[src/rtl/muldiv_unit_pkg.sv]
// Shared RV32M/RV64M multiply/divide definitions: funct3 op codes, M-extension
// funct7 and the iterative unit's state encoding.
package muldiv_unit_pkg;

   localparam int XLEN_DEF = 32;

   localparam logic [6:0] FUNCT7_MULDIV = 7'b0000001;

   localparam logic [2:0] F3_MUL    = 3'b000;
   localparam logic [2:0] F3_MULH   = 3'b001;
   localparam logic [2:0] F3_MULHSU = 3'b010;
   localparam logic [2:0] F3_MULHU  = 3'b011;
   localparam logic [2:0] F3_DIV    = 3'b100;
   localparam logic [2:0] F3_DIVU   = 3'b101;
   localparam logic [2:0] F3_REM    = 3'b110;
   localparam logic [2:0] F3_REMU   = 3'b111;

   typedef enum logic [1:0] {
      IDLE = 2'd0,
      CALC = 2'd1,
      FAST = 2'd2,
      DONE = 2'd3
   } state_e;

   function automatic logic f3_a_signed(input logic [2:0] f3);
      return (f3 == F3_MULH) || (f3 == F3_MULHSU) || (f3 == F3_DIV) || (f3 == F3_REM);
   endfunction

   function automatic logic f3_b_signed(input logic [2:0] f3);
      return (f3 == F3_MULH) || (f3 == F3_DIV) || (f3 == F3_REM);
   endfunction

endpackage

[src/rtl/muldiv_unit_if.sv]
// Request/response bundle between the EX stage and the multiply/divide unit.
interface muldiv_unit_if #(
   parameter int XLEN = 32
);
   logic            flush;
   logic            in_valid;
   logic            in_ready;
   logic [2:0]      funct3;
   logic [XLEN-1:0] op_a;
   logic [XLEN-1:0] op_b;
   logic            out_valid;
   logic            out_ready;
   logic [XLEN-1:0] result;
   logic            busy;

   modport master (
      output flush, in_valid, funct3, op_a, op_b, out_ready,
      input  in_ready, out_valid, result, busy
   );

   modport slave (
      input  flush, in_valid, funct3, op_a, op_b, out_ready,
      output in_ready, out_valid, result, busy
   );
endinterface

[src/rtl/muldiv_unit.sv]
// Iterative RV32M/RV64M multiply/divide unit: one bit per cycle over a shared
// 2*XLEN shift register and a single XLEN+1 adder/subtractor.
module muldiv_unit
   import muldiv_unit_pkg::*;
#(
   parameter int XLEN = XLEN_DEF
) (
   input logic          clk,
   input logic          rst_n,
   muldiv_unit_if.slave mdu_if
);

   localparam int CNT_W = $clog2(XLEN) + 1;
   localparam logic [XLEN-1:0] SMIN = {1'b1, {(XLEN-1){1'b0}}};

   state_e            state_q, state_d;
   logic [CNT_W-1:0]  cnt_q, cnt_d;
   logic [2:0]        f3_q, f3_d;
   logic              neg_q, neg_d;
   logic              rneg_q, rneg_d;
   logic [XLEN-1:0]   mag_b_q, mag_b_d;
   logic [2*XLEN-1:0] acc_q, acc_d;
   logic [XLEN-1:0]   result_q, result_d;

   logic              a_neg, b_neg, div_zero, div_ovf;
   logic [XLEN-1:0]   mag_a, mag_b, special_res;

   logic [XLEN:0]     add_a, add_b, add_s;
   logic [2*XLEN-1:0] acc_step, prod;
   logic [XLEN-1:0]   quo, rem, final_res;

   // Request decode: signs, magnitudes and RISC-V divide corner cases.
   always_comb begin
      a_neg    = f3_a_signed(mdu_if.funct3) & mdu_if.op_a[XLEN-1];
      b_neg    = f3_b_signed(mdu_if.funct3) & mdu_if.op_b[XLEN-1];
      mag_a    = a_neg ? -mdu_if.op_a : mdu_if.op_a;
      mag_b    = b_neg ? -mdu_if.op_b : mdu_if.op_b;
      div_zero = mdu_if.funct3[2] && (mdu_if.op_b == '0);
      div_ovf  = ((mdu_if.funct3 == F3_DIV) || (mdu_if.funct3 == F3_REM)) &&
                 (mdu_if.op_a == SMIN) && (mdu_if.op_b == '1);
      if (div_zero)
         special_res = mdu_if.funct3[1] ? mdu_if.op_a : '1;
      else
         special_res = mdu_if.funct3[1] ? '0 : mdu_if.op_a;
   end

   // Shared adder: add multiplicand for multiply, trial-subtract divisor for divide.
   always_comb begin
      add_b = {1'b0, mag_b_q};
      if (f3_q[2]) begin
         add_a = {acc_q[2*XLEN-1:XLEN], acc_q[XLEN-1]};
         add_s = add_a - add_b;
         if (add_s[XLEN])
            acc_step = {acc_q[2*XLEN-2:0], 1'b0};
         else
            acc_step = {add_s[XLEN-1:0], acc_q[XLEN-2:0], 1'b1};
      end else begin
         add_a = {1'b0, acc_q[2*XLEN-1:XLEN]};
         add_s = add_a + add_b;
         if (acc_q[0])
            acc_step = {add_s, acc_q[XLEN-1:1]};
         else
            acc_step = {1'b0, acc_q[2*XLEN-1:1]};
      end

      prod = neg_q  ? -acc_step : acc_step;
      quo  = neg_q  ? -acc_step[XLEN-1:0] : acc_step[XLEN-1:0];
      rem  = rneg_q ? -acc_step[2*XLEN-1:XLEN] : acc_step[2*XLEN-1:XLEN];

      case (f3_q)
         F3_MUL:                     final_res = prod[XLEN-1:0];
         F3_MULH, F3_MULHSU, F3_MULHU: final_res = prod[2*XLEN-1:XLEN];
         F3_DIV, F3_DIVU:            final_res = quo;
         default:                    final_res = rem;
      endcase
   end

   always_comb begin
      state_d  = state_q;
      cnt_d    = cnt_q;
      f3_d     = f3_q;
      neg_d    = neg_q;
      rneg_d   = rneg_q;
      mag_b_d  = mag_b_q;
      acc_d    = acc_q;
      result_d = result_q;

      case (state_q)
         IDLE: begin
            if (mdu_if.in_valid && !mdu_if.flush) begin
               f3_d    = mdu_if.funct3;
               neg_d   = a_neg ^ b_neg;
               rneg_d  = a_neg;
               mag_b_d = mag_b;
               cnt_d   = CNT_W'(XLEN - 1);
               if (div_zero || div_ovf) begin
                  state_d = FAST;
                  acc_d   = {{XLEN{1'b0}}, special_res};
               end else begin
                  state_d = CALC;
                  acc_d   = {{XLEN{1'b0}}, mag_a};
               end
            end
         end
         CALC: begin
            acc_d = acc_step;
            cnt_d = cnt_q - CNT_W'(1);
            if (cnt_q == '0) begin
               state_d  = DONE;
               result_d = final_res;
            end
         end
         FAST: begin
            result_d = acc_q[XLEN-1:0];
            state_d  = DONE;
         end
         DONE: begin
            if (mdu_if.out_ready)
               state_d = IDLE;
         end
         default: state_d = IDLE;
      endcase

      // A flush also blocks a coincident output handshake.
      if (mdu_if.flush)
         state_d = IDLE;
   end

   always_ff @(posedge clk or negedge rst_n) begin
      if (!rst_n) begin
         state_q  <= IDLE;
         cnt_q    <= '0;
         f3_q     <= '0;
         neg_q    <= 1'b0;
         rneg_q   <= 1'b0;
         mag_b_q  <= '0;
         acc_q    <= '0;
         result_q <= '0;
      end else begin
         state_q  <= state_d;
         cnt_q    <= cnt_d;
         f3_q     <= f3_d;
         neg_q    <= neg_d;
         rneg_q   <= rneg_d;
         mag_b_q  <= mag_b_d;
         acc_q    <= acc_d;
         result_q <= result_d;
      end
   end

   assign mdu_if.in_ready  = (state_q == IDLE);
   assign mdu_if.out_valid = (state_q == DONE);
   assign mdu_if.busy      = (state_q != IDLE);
   assign mdu_if.result    = result_q;

endmodule

[src/flat_wrapper.sv]
// flat-port wrapper written by rule: the top's interface ports become plain ports
module muldiv_unit_flat import muldiv_unit_pkg::*;
#(
   parameter int XLEN = XLEN_DEF
)
  (clk, rst_n, mdu_if_flush, mdu_if_in_valid, mdu_if_funct3, mdu_if_op_a, mdu_if_op_b, mdu_if_out_ready, mdu_if_in_ready, mdu_if_out_valid, mdu_if_result, mdu_if_busy);
  muldiv_unit_if #(.XLEN(XLEN)) mdu_if_i ();
  input logic clk;
  input logic rst_n;
  input wire logic [$bits(mdu_if_i.flush)-1:0] mdu_if_flush;
  input wire logic [$bits(mdu_if_i.in_valid)-1:0] mdu_if_in_valid;
  input wire logic [$bits(mdu_if_i.funct3)-1:0] mdu_if_funct3;
  input wire logic [$bits(mdu_if_i.op_a)-1:0] mdu_if_op_a;
  input wire logic [$bits(mdu_if_i.op_b)-1:0] mdu_if_op_b;
  input wire logic [$bits(mdu_if_i.out_ready)-1:0] mdu_if_out_ready;
  output wire logic [$bits(mdu_if_i.in_ready)-1:0] mdu_if_in_ready;
  output wire logic [$bits(mdu_if_i.out_valid)-1:0] mdu_if_out_valid;
  output wire logic [$bits(mdu_if_i.result)-1:0] mdu_if_result;
  output wire logic [$bits(mdu_if_i.busy)-1:0] mdu_if_busy;
  assign mdu_if_i.flush = mdu_if_flush;
  assign mdu_if_i.in_valid = mdu_if_in_valid;
  assign mdu_if_i.funct3 = mdu_if_funct3;
  assign mdu_if_i.op_a = mdu_if_op_a;
  assign mdu_if_i.op_b = mdu_if_op_b;
  assign mdu_if_i.out_ready = mdu_if_out_ready;
  assign mdu_if_in_ready = mdu_if_i.in_ready;
  assign mdu_if_out_valid = mdu_if_i.out_valid;
  assign mdu_if_result = mdu_if_i.result;
  assign mdu_if_busy = mdu_if_i.busy;
  muldiv_unit #(.XLEN(XLEN)) u_core (.clk(clk), .rst_n(rst_n), .mdu_if(mdu_if_i));
endmodule
[config.mk]
export PLATFORM = sky130hd
export DESIGN_NAME = muldiv_unit_flat
export DESIGN_NICKNAME = d
export VERILOG_FILES = /design/src/rtl/muldiv_unit_pkg.sv /design/src/rtl/muldiv_unit_if.sv /design/src/rtl/muldiv_unit.sv /design/src/flat_wrapper.sv
export SDC_FILE = /design/constraint.sdc
export NUM_CORES = 1
export LEC_CHECK = 0
export BUFFER_PORTS_ARGS = -buffer_cell sky130_fd_sc_hd__buf_2
export CAP_MARGIN = 40
export CELL_PAD_IN_SITES_DETAIL_PLACEMENT = 0
export CELL_PAD_IN_SITES_GLOBAL_PLACEMENT = 2
export CORE_MARGIN = 4
export CORE_UTILIZATION = 33
export DETAILED_ROUTE_END_ITERATION = 8
export GPL_ROUTABILITY_DRIVEN = 1
export PLACE_DENSITY = 0.82
export SYNTH_ARGS = -nofsm -noshare
export SYNTH_HDL_FRONTEND = slang
export SYNTH_SLANG_ARGS = --single-unit
[constraint.sdc]
create_clock -name clk -period 5.38 [get_ports clk]
set_clock_uncertainty 0.05 [all_clocks]
set_input_delay 0.269 -clock clk [delete_from_list [all_inputs] [get_ports clk]]
set_output_delay 0.269 -clock clk [all_outputs]
set_load 0.02 [all_outputs]
# --- Word-level counts from Yosys, hierarchy flattened ---
# Index checks and enable logic that the tools add are counted.
classes:
  addsub: 8
  n_eq_ne: 19
  muxes: 25
  bitwise: 3
  n_reduce_logical: 25
ops:
  columns: ["cell", "n"]
  rows:
  - ["$mux W64", 5]
  - ["$mux W32", 9]
  - ["$neg A32 Y32", 4]
  - ["$pmux W64 S2", 1]
  - ["$pmux W32 S3", 1]
  - ["$eq A32 B32 Y1 const B", 2]
  - ["$neg A64 Y64", 1]
  - ["$pmux W32 S2", 1]
  - ["$add A32 B32 Y33", 1]
  - ["$sub A33 B32 Y33", 1]
  - ["$logic_not A32 Y1", 1]
  - ["$eq A3 B3 Y1 const B", 4]
  - ["$pmux W6 S2", 1]
  - ["$mux W2", 5]
  - ["$eq A3 B2 Y1 const B", 3]
  - ["$pmux W2 S4", 1]
  - ["$logic_or A1 B1 Y1", 7]
  - ["$eq A3 B1 Y1 const B", 2]
  - ["$logic_not A6 Y1", 1]
  - ["$mux W6", 1]
  - ["$ne A3 B2 Y1 const B", 2]
  - ["$reduce_and A2 Y1", 3]
  - ["$reduce_bool A2 Y1", 3]
  - ["$sub A6 B1 Y6 const B", 1]
  - ["13 further kinds", 19]
totals:
  reg_bits: 141
  input_bits: 72
  output_inout_bits: 35
  elab_cells: 88

# --- Depth between registers and ports, before layout ---
# Gate-level depths: netlist of the first run.
depth:
  ltp_word: 9
  ltp_mapped: 25
  mapped_depth_nobuf: 25

# --- Worst setup path before layout of the first run ---
# Ideal clock, no wire load.
synth_timing:
  path_type: "reg-to-reg"
  startpoint: "reg u_core.f3_q[2]"
  endpoint: "reg u_core.result_q[30], in the netlist u_core.mdu_if.result[30]"
  setup_ns: 0.131
  t_arrival_ns: 5.777
  required_ns: 5.199
  path_slack_ns: -0.578
  stages_incl_launch_ff: 22
  n_path_buf: 8
  synth_period_minus_slack_ns: 5.958
  cell_sequence: "dfrtp_1 clkbuf_1 buf_2 buf_2 buf_2 buf_2 clkbuf_1 buf_2 buf_1 mux2i_1 ha_1 nor3b_1 o221ai_1 or4_1 nor4_1 o2111ai_1 or2_1 or4_1 o31ai_1 xor2_1 a221oi_1 a21oi_1"
synth_between:
  elab_chain_cells: 6
  word_cells_on_any_way: 18
  classes_between: "3 x add/sub; 5 x eq/ne; 7 x mux; 3 x reduce/logical"
synth_lines:
  columns: ["element", "line_no", "rtl"]
  rows:
  - ["start, declared", "muldiv_unit.sv:18", "logic [2:0] f3_q, f3_d;"]
  - ["start signal, assigned", "muldiv_unit.sv:133", "f3_q <= '0;"]
  - ["start signal, assigned", "muldiv_unit.sv:142", "f3_q <= f3_d;"]
  - ["$mux W64", "muldiv_unit.sv:50", "if (f3_q[2]) begin"]
  - ["$neg A64 Y64 (tied with other cells)", "muldiv_unit.sv:66", "prod = neg_q ? -acc_step : acc_step;"]
  - ["$mux W64 (tied with other cells)", "muldiv_unit.sv:66", null]
  - ["$pmux W32 S3 *", "muldiv_unit.sv:70", "case (f3_q)"]
  - ["$mux W32 *", "muldiv_unit.sv:108", "if (cnt_q == '0) begin"]
  - ["$pmux W32 S2 *", "muldiv_unit.sv:88", "case (state_q)"]
  - ["end signal, assigned", "muldiv_unit.sv:147", "result_q <= result_d;"]
  - ["end, declared", "muldiv_unit.sv:23", "logic [XLEN-1:0] result_q, result_d;"]
# Mark *: on every way between the ends. The rest lies on a longest branch, timed or not. The select of a mux whose other input is x is not followed.
# A chain may end at the register's enable or synchronous reset.

# --- Worst setup path in the final report of the first run ---
layout_timing:
  startpoint: "reg u_core.acc_q[31]"
  endpoint: "reg u_core.result_q[30], in the netlist u_core.mdu_if.result[30]"
layout_between:
  elab_chain_cells: 8
  word_cells_on_any_way: 13
  classes_between: "4 x add/sub; 9 x mux"
layout_lines:
  columns: ["element", "line_no", "rtl"]
  rows:
  - ["start, declared", "muldiv_unit.sv:22", "logic [2*XLEN-1:0] acc_q, acc_d;"]
  - ["start signal, assigned", "muldiv_unit.sv:137", "acc_q <= '0;"]
  - ["start signal, assigned", "muldiv_unit.sv:146", "acc_q <= acc_d;"]
  - ["$sub A33 B32 Y33", "muldiv_unit.sv:52", "add_s = add_a - add_b;"]
  - ["$mux W64", "muldiv_unit.sv:53", "if (add_s[XLEN])"]
  - ["$mux W64 *", "muldiv_unit.sv:50", null]
  - ["$neg A64 Y64 (tied with other cells)", "muldiv_unit.sv:66", null]
  - ["$mux W64 (tied with other cells)", "muldiv_unit.sv:66", null]
  - ["$pmux W32 S3 *", "muldiv_unit.sv:70", null]
  - ["$mux W32 *", "muldiv_unit.sv:108", null]
  - ["$pmux W32 S2 *", "muldiv_unit.sv:88", null]
# Marks and branches as above.

==> run metrics, run 1 <==
outcome=complete, no violations; number of buffers on the longest clock path=2; Layout Utilization=40.5%; highest net fanout along the worst path=2; Worst setup SP type=flip-flop; Final Hold Vio Count=0; final-report setup violation count=0; number of synthesized flops with an enable pin=0; maximum vdd drop=0.329 mV; Worst Setup End Kind=flip-flop; delay of the slowest cell on the worst path=570 ps; Peak Freq=191 MHz; total routing usage reported by global routing=28.1%; die outline height=229 microns; path category of the worst min-delay check=input pin to flip-flop; Required @ worst endpoint=5710 ps; flip-flop and latch count after synthesis=141; gate family responsible for the most delay along the worst path=simple AND/OR/NAND/NOR gates; worst hold path cell count=2; width of the die=229 microns; synthesized netlist net count=2329; detailed-route wire length=75.6 mm; worst hold slack=40.1 ps; via count of the first global-routing pass=17600; Warnings, synthesis=0; source-to-sink clock delay at the later pin of the worst-skew pair=500 ps; final total negative setup slack=0 ps; static power due to leakage=8.14 nW; initial cell density of the core=33.6%; antenna violations before repair=4; start point of the worst hold path=mdu_if_funct3[0]; arrival time of the worst setup path=5570 ps; post-DR vias/cell=6.06; DRC=0; average wire length per cell after detail routing=24.8 microns; power density of the placed cells=832 nW/um^2; final worst path period share=97.4%; vias post-DR=18500; area of the die=52600 sq um; global-route wire length before repair=114 mm; number of placed instances with taps included=3003; launching point of the worst reg2reg path=u_core.acc_q[31]$_DFFE_PN0P_; min cycle time layout=5240 ps; number of distinct library cells after synthesis=104; average instance area after synthesis=7.42 sq um; initial detailed-routing violation count=1814; worst max-slew margin expressed relative to the limit=40.2%; worst reg-to-reg path cell count=23; core area=48100 sq um; number of detailed-route iterations in the first pass=6; slowest library cell on the worst path=sky130_fd_sc_hd__or4_4; clock tree from TritonCTS=done; max-cap viol count=0; share of final-layout standard cells stronger than drive strength 1=19.1%; final global-route overflow total=0; final net count=2525; chain of cells forming the critical path=inv_2 > ha_4 > inv_2 > fa_2 > a211oi_2 > o211a_1 > o211ai_4 > and3_4 > nor3_4 > nor3_2 > nor2_2 > ha_2 > nor3b_4 > o221ai_2 > or4_4 > nor4_4 > o2111ai_2 > or2_4 > or4_4 > o31ai_4 > xor2_1 > a221oi_2 > a21oi_1; slew at the pin with the worst max-slew slack=897 ps; Min-Delay Endpoint=u_core.f3_q[0]$_DFFE_PN0P_; Netlist Area Pre-Place=16200 sq um; setup repair after global routing missed its margin=true; Worst-path clk slew=70 ps; H-tree levels=4; register area share after synthesis=21.8%; FP Rows=80; buffers plus inverters on the worst setup path=2; TritonCTS Buffers=17; final antenna-violating net count=0; category of the most critical setup path=flip-flop to flip-flop; Ports=107; clock tree root buffer cell=sky130_fd_sc_hd__clkbuf_16; minimum setup slack among reg-to-reg paths=140 ps; prevailing post-synth register cell=sky130_fd_sc_hd__dfrtp_1; IO buf count=106; FFs w/ async S/R, synth=100%; number of clock sinks=141; placer congestion estimate=0.987; relative area change from synthesis to final layout=20.5%; placed wire-length estimate after detailed placement=60.1 mm; RR Endpoint=u_core.mdu_if.result[30]$_DFFE_PN0P_; Finished Layout Cells=3049; largest net degree at the start of global routing=67; number of max-slew violations in the final report=0; number of standard cells after synthesis=2180
[sequential cells by signal, summed over array words and instances (netlist names)]
register	flops
u_core.neg_q	1
u_core.rneg_q	1
u_core.f3_q	3
u_core.cnt_q	6
u_core.mdu_if.result	32
u_core.mag_b_q	32
u_core.state_q	2
u_core.acc_q	64
[repair_timing]
action	4_1_cts	5_1_grt
hold endpoints to repair	56	0
resized for setup	9	21
hold buffers	3	0
pin swaps	15	11
cloned	0	0
endpoints found under the setup margin	3	16
setup buffers	6	1
[cells in the final DEF (no fill, tap or decap), types with 12 or more instances in the layout]
master                      synthesis  layout
sky130_fd_sc_hd__a21o_1            29      29
sky130_fd_sc_hd__and2_1            16      16
sky130_fd_sc_hd__a211oi_1          26      25
sky130_fd_sc_hd__nor4_1            23      22
sky130_fd_sc_hd__o31ai_1           31      29
sky130_fd_sc_hd__inv_1             73      71
sky130_fd_sc_hd__a21oi_1          172     169
sky130_fd_sc_hd__dfrtp_1          141     139
sky130_fd_sc_hd__nand4_1           34      34
sky130_fd_sc_hd__nand2b_1          17      17
sky130_fd_sc_hd__and3_1            13      13
sky130_fd_sc_hd__or3_1             34      34
sky130_fd_sc_hd__nor2b_1           17      17
sky130_fd_sc_hd__nor2_1           167     162
sky130_fd_sc_hd__o41ai_1           16      14
sky130_fd_sc_hd__a221oi_1          32      30
sky130_fd_sc_hd__clkbuf_16          0      17
sky130_fd_sc_hd__buf_2             17     106
sky130_fd_sc_hd__ha_1              75      73
sky130_fd_sc_hd__buf_4              3     202
sky130_fd_sc_hd__nor3_1            75      75
sky130_fd_sc_hd__o211ai_1          22      22
sky130_fd_sc_hd__nand2_1          232     231
sky130_fd_sc_hd__o21a_1            19      19
sky130_fd_sc_hd__mux2i_1           44      44
sky130_fd_sc_hd__a22o_1            14      14
sky130_fd_sc_hd__o221ai_1          26      25
sky130_fd_sc_hd__xnor2_1           74      74
sky130_fd_sc_hd__nand3_1           39      39
sky130_fd_sc_hd__o21ai_0          233     229
sky130_fd_sc_hd__or4_1             15      13
sky130_fd_sc_hd__a31oi_1           29      29
sky130_fd_sc_hd__xor2_1            82      82
sky130_fd_sc_hd__o22ai_1           12      12
[cell usage after synthesis, drive strengths merged, types with 11 or more instances]
| cell | number | area share [%] |
|---|---|---|
| o21ai | 244 | 7.7 |
| nand2 | 235 | 5.5 |
| a21oi | 177 | 5.6 |
| nor2 | 168 | 3.9 |
| dfrtp | 141 | 22 |
| clkbuf | 110 | 2.6 |
| xor2 | 82 | 4.4 |
| nor3 | 78 | 2.5 |
| ha | 75 | 5.8 |
| xnor2 | 74 | 4.0 |
| inv | 73 | 1.7 |
| mux2i | 44 | 2.7 |
| nand3 | 41 | 1.4 |
| buf | 37 | 1.3 |
| nand4 | 34 | 1.3 |
| or3 | 34 | 1.3 |
| a221oi | 33 | 1.8 |
| o31ai | 33 | 1.6 |
| a31oi | 30 | 1.3 |
| a21o | 29 | 1.3 |
| a211oi | 28 | 1.4 |
| o221ai | 26 | 1.4 |
| nor4 | 24 | 0.97 |
| o211ai | 23 | 1.1 |
| o21a | 19 | 0.88 |
| and2 | 17 | 0.67 |
| nand2b | 17 | 0.66 |
| nor2b | 17 | 0.66 |
| or4 | 17 | 0.84 |
| o41ai | 16 | 0.87 |
| a22o | 14 | 0.76 |
| and3 | 14 | 0.57 |
| or2 | 13 | 0.50 |
| nor3b | 12 | 0.56 |
| o22ai | 12 | 0.46 |
| a221o | 11 | 0.68 |
| a31o | 11 | 0.60 |
[power by group]
| group | internal (mW) | total, mW | switching [mW] | leakage (nW) |
|---|---|---|---|---|
| sequential | 1.51 | 2.15 | 0.634 | 1.78 |
| clock | 0.668 | 1.25 | 0.585 | 0.278 |
| combinational | 4.77 | 12.8 | 8.06 | 6.09 |
| total | 6.95 | 16.2 | 9.28 | 8.14 |
[worst max-delay path by stage]
stage,startpoint,end,slack [ps],depth (start not counted)
4_1_cts,u_core.acc_q[31]$_DFFE_PN0P_,u_core.mdu_if.result[30]$_DFFE_PN0P_,30,23
6_report,u_core.acc_q[31]$_DFFE_PN0P_,u_core.mdu_if.result[30]$_DFFE_PN0P_,140,23
3_5_place_dp,u_core.acc_q[31]$_DFFE_PN0P_,u_core.mdu_if.result[30]$_DFFE_PN0P_,-150,23
5_1_grt,u_core.acc_q[31]$_DFFE_PN0P_,u_core.mdu_if.result[30]$_DFFE_PN0P_,-140,23
2_1_floorplan,u_core.acc_q[31]$_DFFE_PN0P_,u_core.mdu_if.result[30]$_DFFE_PN0P_,40,23
3_3_place_gp,u_core.acc_q[31]$_DFFE_PN0P_,u_core.mdu_if.result[26]$_DFFE_PN0P_,-70,24
[metal layers]
layer / GRT usage [%] / routed length [microns]
met1: 41.2 / 35000
met2: 41.6 / 32100
met3: 5.11 / 6160
met4: 9.34 / 2330
met5: 0 / 11
[final cells by class]
cell class,instances,area (sq um)
Inverter,74,278
Fill cell,5091,28600
Sequential cell,141,3530
Timing Repair Buffer,324,2320
Tap cell,656,821
Multi-Input combinational cell,1818,12000
Clock inverter,13,128
Antenna cell,4,10.0
Clock buffer,19,453
[cells by family after synthesis]
group / Yosys count / share of synthesized area (%)
compound gates: 787 / 32.0
xor+xnor: 156 / 8.44
fa+ha+maj: 77 / 6.05
buf+inv: 221 / 5.62
flops: 141 / 21.8
mux: 51 / 3.21
simple gates: 747 / 22.8
[through the flow]
stage	setup slack (ps)	instance area (sq um)	power, mW
after floorplan	43.8	16200	9.45
after global placement	-71.7	18500	14.4
after detailed placement	-146	18700	14.5
after CTS	25.3	19400	15.9
after global routing	-142	19500	17.2
final	140	19500	16.2
(Power assumes the default switching activity.)
==> run 2: changes to the inputs <==
Settings changed: ABC_AREA set to 1, CORE_UTILIZATION 33 to 30.
==> run metrics, run 2 <==
outcome=complete, no violations; flip-flop and latch count after synthesis=141 (unchanged); initial cell density of the core=30.4% (-3.2 points); worst hold path cell count=4 (+2); FFs w/ async S/R, synth=100% (unchanged); Worst-path clk slew=80 ps (about the same); final antenna-violating net count=0 (unchanged); Ports=107 (unchanged); most frequent standard cell in the layout excluding fill and tap cells=sky130_fd_sc_hd__nand2_1; number of buffers on the longest clock path=2 (unchanged); final-report setup violation count=0 (unchanged); final worst path period share=91.2% (-6.2 points); source-to-sink clock delay at the later pin of the worst-skew pair=510 ps (about the same); max-cap viol count=0 (unchanged); buffers plus inverters on the worst setup path=3 (+1); register with the highest flop count=u_core.acc_q; prevailing post-synth register cell=sky130_fd_sc_hd__dfrtp_1; slowest library cell on the worst path=sky130_fd_sc_hd__fa_1; area of the die=62800 sq um (+19%); adder-cell area share of the yosys netlist=5.54% (-0.51 points); fraction of the mapped netlist area in simple logic gates=40.0% (+17 points); number of standard cells after synthesis=3019 (+38%); worst setup path startpoint=u_core.acc_q[31]$_DFFE_PN0P_; Netlist Area Pre-Place=17700 sq um (+9.1%); setup repair bufs after CTS=0 (-6); flip-flop count of the largest register, all copies and words added=64 (unchanged); most frequent cells after synthesis=sky130_fd_sc_hd__nand2_1 (881), sky130_fd_sc_hd__inv_1 (419), sky130_fd_sc_hd__nor2_1 (258); share of synthesized area spent on multiplexers=0% (-3.2 points); path category of the worst min-delay check=input pin to flip-flop; TritonCTS Buffers=17 (unchanged); number of clock sinks=141 (unchanged); number of distinct library cells after synthesis=59 (-43%); highest-count cells in the layout ignoring fill and taps=sky130_fd_sc_hd__nand2_1 (881), sky130_fd_sc_hd__inv_1 (418), sky130_fd_sc_hd__nor2_1 (256); PnR worst setup slack=473 ps (+333 ps); register area share after synthesis=20.0% (-1.8 points); detailed-route wire length=78.5 mm (+3.8%); cell with the most instances after synthesis=sky130_fd_sc_hd__nand2_1; dominant combinational cell family by area after synthesis=simple AND/OR/NAND/NOR gates; core area=58000 sq um (+21%); Placed Area=18900 sq um (+1.3%); DRC=0 (unchanged); clock tree from TritonCTS=done; average wire length per cell after detail routing=20.4 microns (-18%); launching point of the worst reg2reg path=u_core.acc_q[31]$_DFFE_PN0P_; category of the most critical setup path=flip-flop to flip-flop; FP Rows=88 (+10%); gate family responsible for the most delay along the worst path=simple AND/OR/NAND/NOR gates; number of max-slew violations in the final report=0 (unchanged); highest net fanout along the worst path=7 (+5); IO buf count=106 (unchanged); setup repair after global routing missed its margin=false; Worst setup SP type=flip-flop; initial detailed-routing violation count=1956 (+7.8%); xor and xnor area share after synthesis=4.02% (-4.4 points); Final Hold Vio Count=0 (unchanged); Finished Layout Cells=3852 (+26%); final net count=3222 (+28%); die outline height=251 microns (+9.2%); Warnings, synthesis=0 (unchanged); largest cells by area after synthesis=sky130_fd_sc_hd__dfrtp_1 (20%), sky130_fd_sc_hd__nand2_1 (19%), sky130_fd_sc_hd__inv_1 (8.9%), sky130_fd_sc_hd__nand3_1 (7.2%), sky130_fd_sc_hd__o21ai_0 (7.1%); via count of the first global-routing pass=18900 (+7.4%); total routing usage reported by global routing=24.3% (-3.8 points); RR Endpoint=u_core.mdu_if.result[20]$_DFFE_PN0P_; minimum setup slack among reg-to-reg paths=470 ps (+330 ps); placer congestion estimate=0.995 (+0.77%); delay of the slowest cell on the worst path=420 ps (-150 ps); Worst Setup End Kind=flip-flop; number of detailed-route iterations in the first pass=5 (-1); start point of the worst hold path=mdu_if_flush; area fraction in compound gates after synthesis=18.5% (-14 points); final design area excluding fillers=19600 sq um (+0.46%); clock tree root buffer cell=sky130_fd_sc_hd__clkbuf_16; share of final-layout standard cells stronger than drive strength 1=9.59% (-9.5 points); Min-Delay Endpoint=u_core.state_q[1]$_DFFE_PN0P_; biggest area consumer among synthesized cells=sky130_fd_sc_hd__dfrtp_1; H-tree levels=4 (unchanged); worst reg-to-reg path cell count=34 (+48%); largest net degree at the start of global routing=91 (+36%); vias post-DR=20300 (+9.9%); Peak Freq=204 MHz (+6.8%); pre-CTS setup slack=405 ps (+551 ps); number of synthesized flops with an enable pin=0 (unchanged); share of the synthesized area in the top cell type=20.0% (-1.8 points); min cycle time layout=4910 ps (-333 ps); arrival time of the worst setup path=5250 ps (-320 ps); relative area change from synthesis to final layout=10.9%; final total negative setup slack=0 ps (unchanged); post-DR vias/cell=5.27 (-13%); number of placed instances with taps included=3817 (+27%); global-route wire length before repair=118 mm (+3.1%); Required @ worst endpoint=5720 ps (about the same); width of the die=251 microns (+9.2%); synthesized netlist net count=3168 (+36%); average instance area after synthesis=5.85 sq um (-21%); placed wire-length estimate after detailed placement=63.0 mm (+4.9%); slew at the pin with the worst max-slew slack=850 ps (-46.5 ps); worst max-slew margin expressed relative to the limit=43.1% (+3.0 points); antenna violations before repair=2 (-2); final global-route overflow total=0 (unchanged); number of fill cells=6546 (+29%); cell occurring most often along the worst timing path=sky130_fd_sc_hd__nand2_1
run 2: cell count changes in the layout (fill, tap and decap cells not counted), moves of 43 or more:
cell and delta:
sky130_fd_sc_hd__nand2_1 +650, sky130_fd_sc_hd__mux2i_1 -44, sky130_fd_sc_hd__buf_4 -176, sky130_fd_sc_hd__nand3_1 +215, sky130_fd_sc_hd__inv_1 +347, sky130_fd_sc_hd__xnor2_1 -43
sky130_fd_sc_hd__nor2_1 +94
run 2: kinds of logic (layout without fill, tap and decap cells):
kind of cell / count (synthesis) / count (layout)
AND/OR/NAND/NOR: 1612 / 1612
AO/OA/AOI/OAI: 579 / 579
XOR/XNOR: 81 / 81
other: 0 / 1
adder cells (fa/ha/maj): 77 / 77
flip-flops: 141 / 141
buffers and inverters: 529 / 596
run 2: metal layers:
layer / global-route usage, % / vias to the layer above / share of wire, %
li1: - / 9951 / -
met1: 35.0 / 9600 / 47
met2: 37.8 / 684 / 44
met3: 3.92 / 70 / 6.6
met4: 6.32 / 0 / 2.2
met5: 0 / - / 0
run 2: final cells by class:
type	count	area, sq um	area share (%)
inverters	427	1600	8.18
multi-input cells	2349	12000	61.5
repair buffers	137	822	4.20
clock buffers	17	425	2.17
well taps	765	957	4.89
clock inverters	15	196	1.00
flip-flops and latches	141	3530	18.0
diodes	1	2.50	0.0128
run 2: per-stage QoR:
stage	hold slack (ps)	utilization [%]
2_1_floorplan	-76.6	-
4_1_cts	2.90	33.8
3_5_place_dp	267	32.6
3_3_place_gp	258	32.5
6_report	45.1	33.8
5_1_grt	52.7	33.8
run 2: worst register-to-register path: cells and delay by family (launching register included):
kind	cells	cell delay (ps)
AOI/OAI and AO/OA	5	990
adders and majority gates	3	850
buffers and inverters	3	290
DFF	1	380
and+or+nand+nor	23	2240
run 2: what timing repair did:
action                     4_1_cts  5_1_grt
setup endpoints to repair        0        6
hold buffers                     2        0
hold endpoints to repair        58        0
gates resized for setup          0        2
run 2: how the worst max path moves through the flow:
stage	depth (start not counted)	end	slack, ps
2_1_floorplan	35	u_core.mdu_if.result[20]$_DFFE_PN0P_	1100
3_3_place_gp	35	u_core.mdu_if.result[10]$_DFFE_PN0P_	490
3_5_place_dp	35	u_core.mdu_if.result[10]$_DFFE_PN0P_	410
4_1_cts	35	u_core.mdu_if.result[10]$_DFFE_PN0P_	370
5_1_grt	35	u_core.mdu_if.result[10]$_DFFE_PN0P_	20
6_report	34	u_core.mdu_if.result[20]$_DFFE_PN0P_	470
Power of run 2 is not shown: default switching activity piles up to over one toggle a cycle in this logic, so the estimate is an artifact.
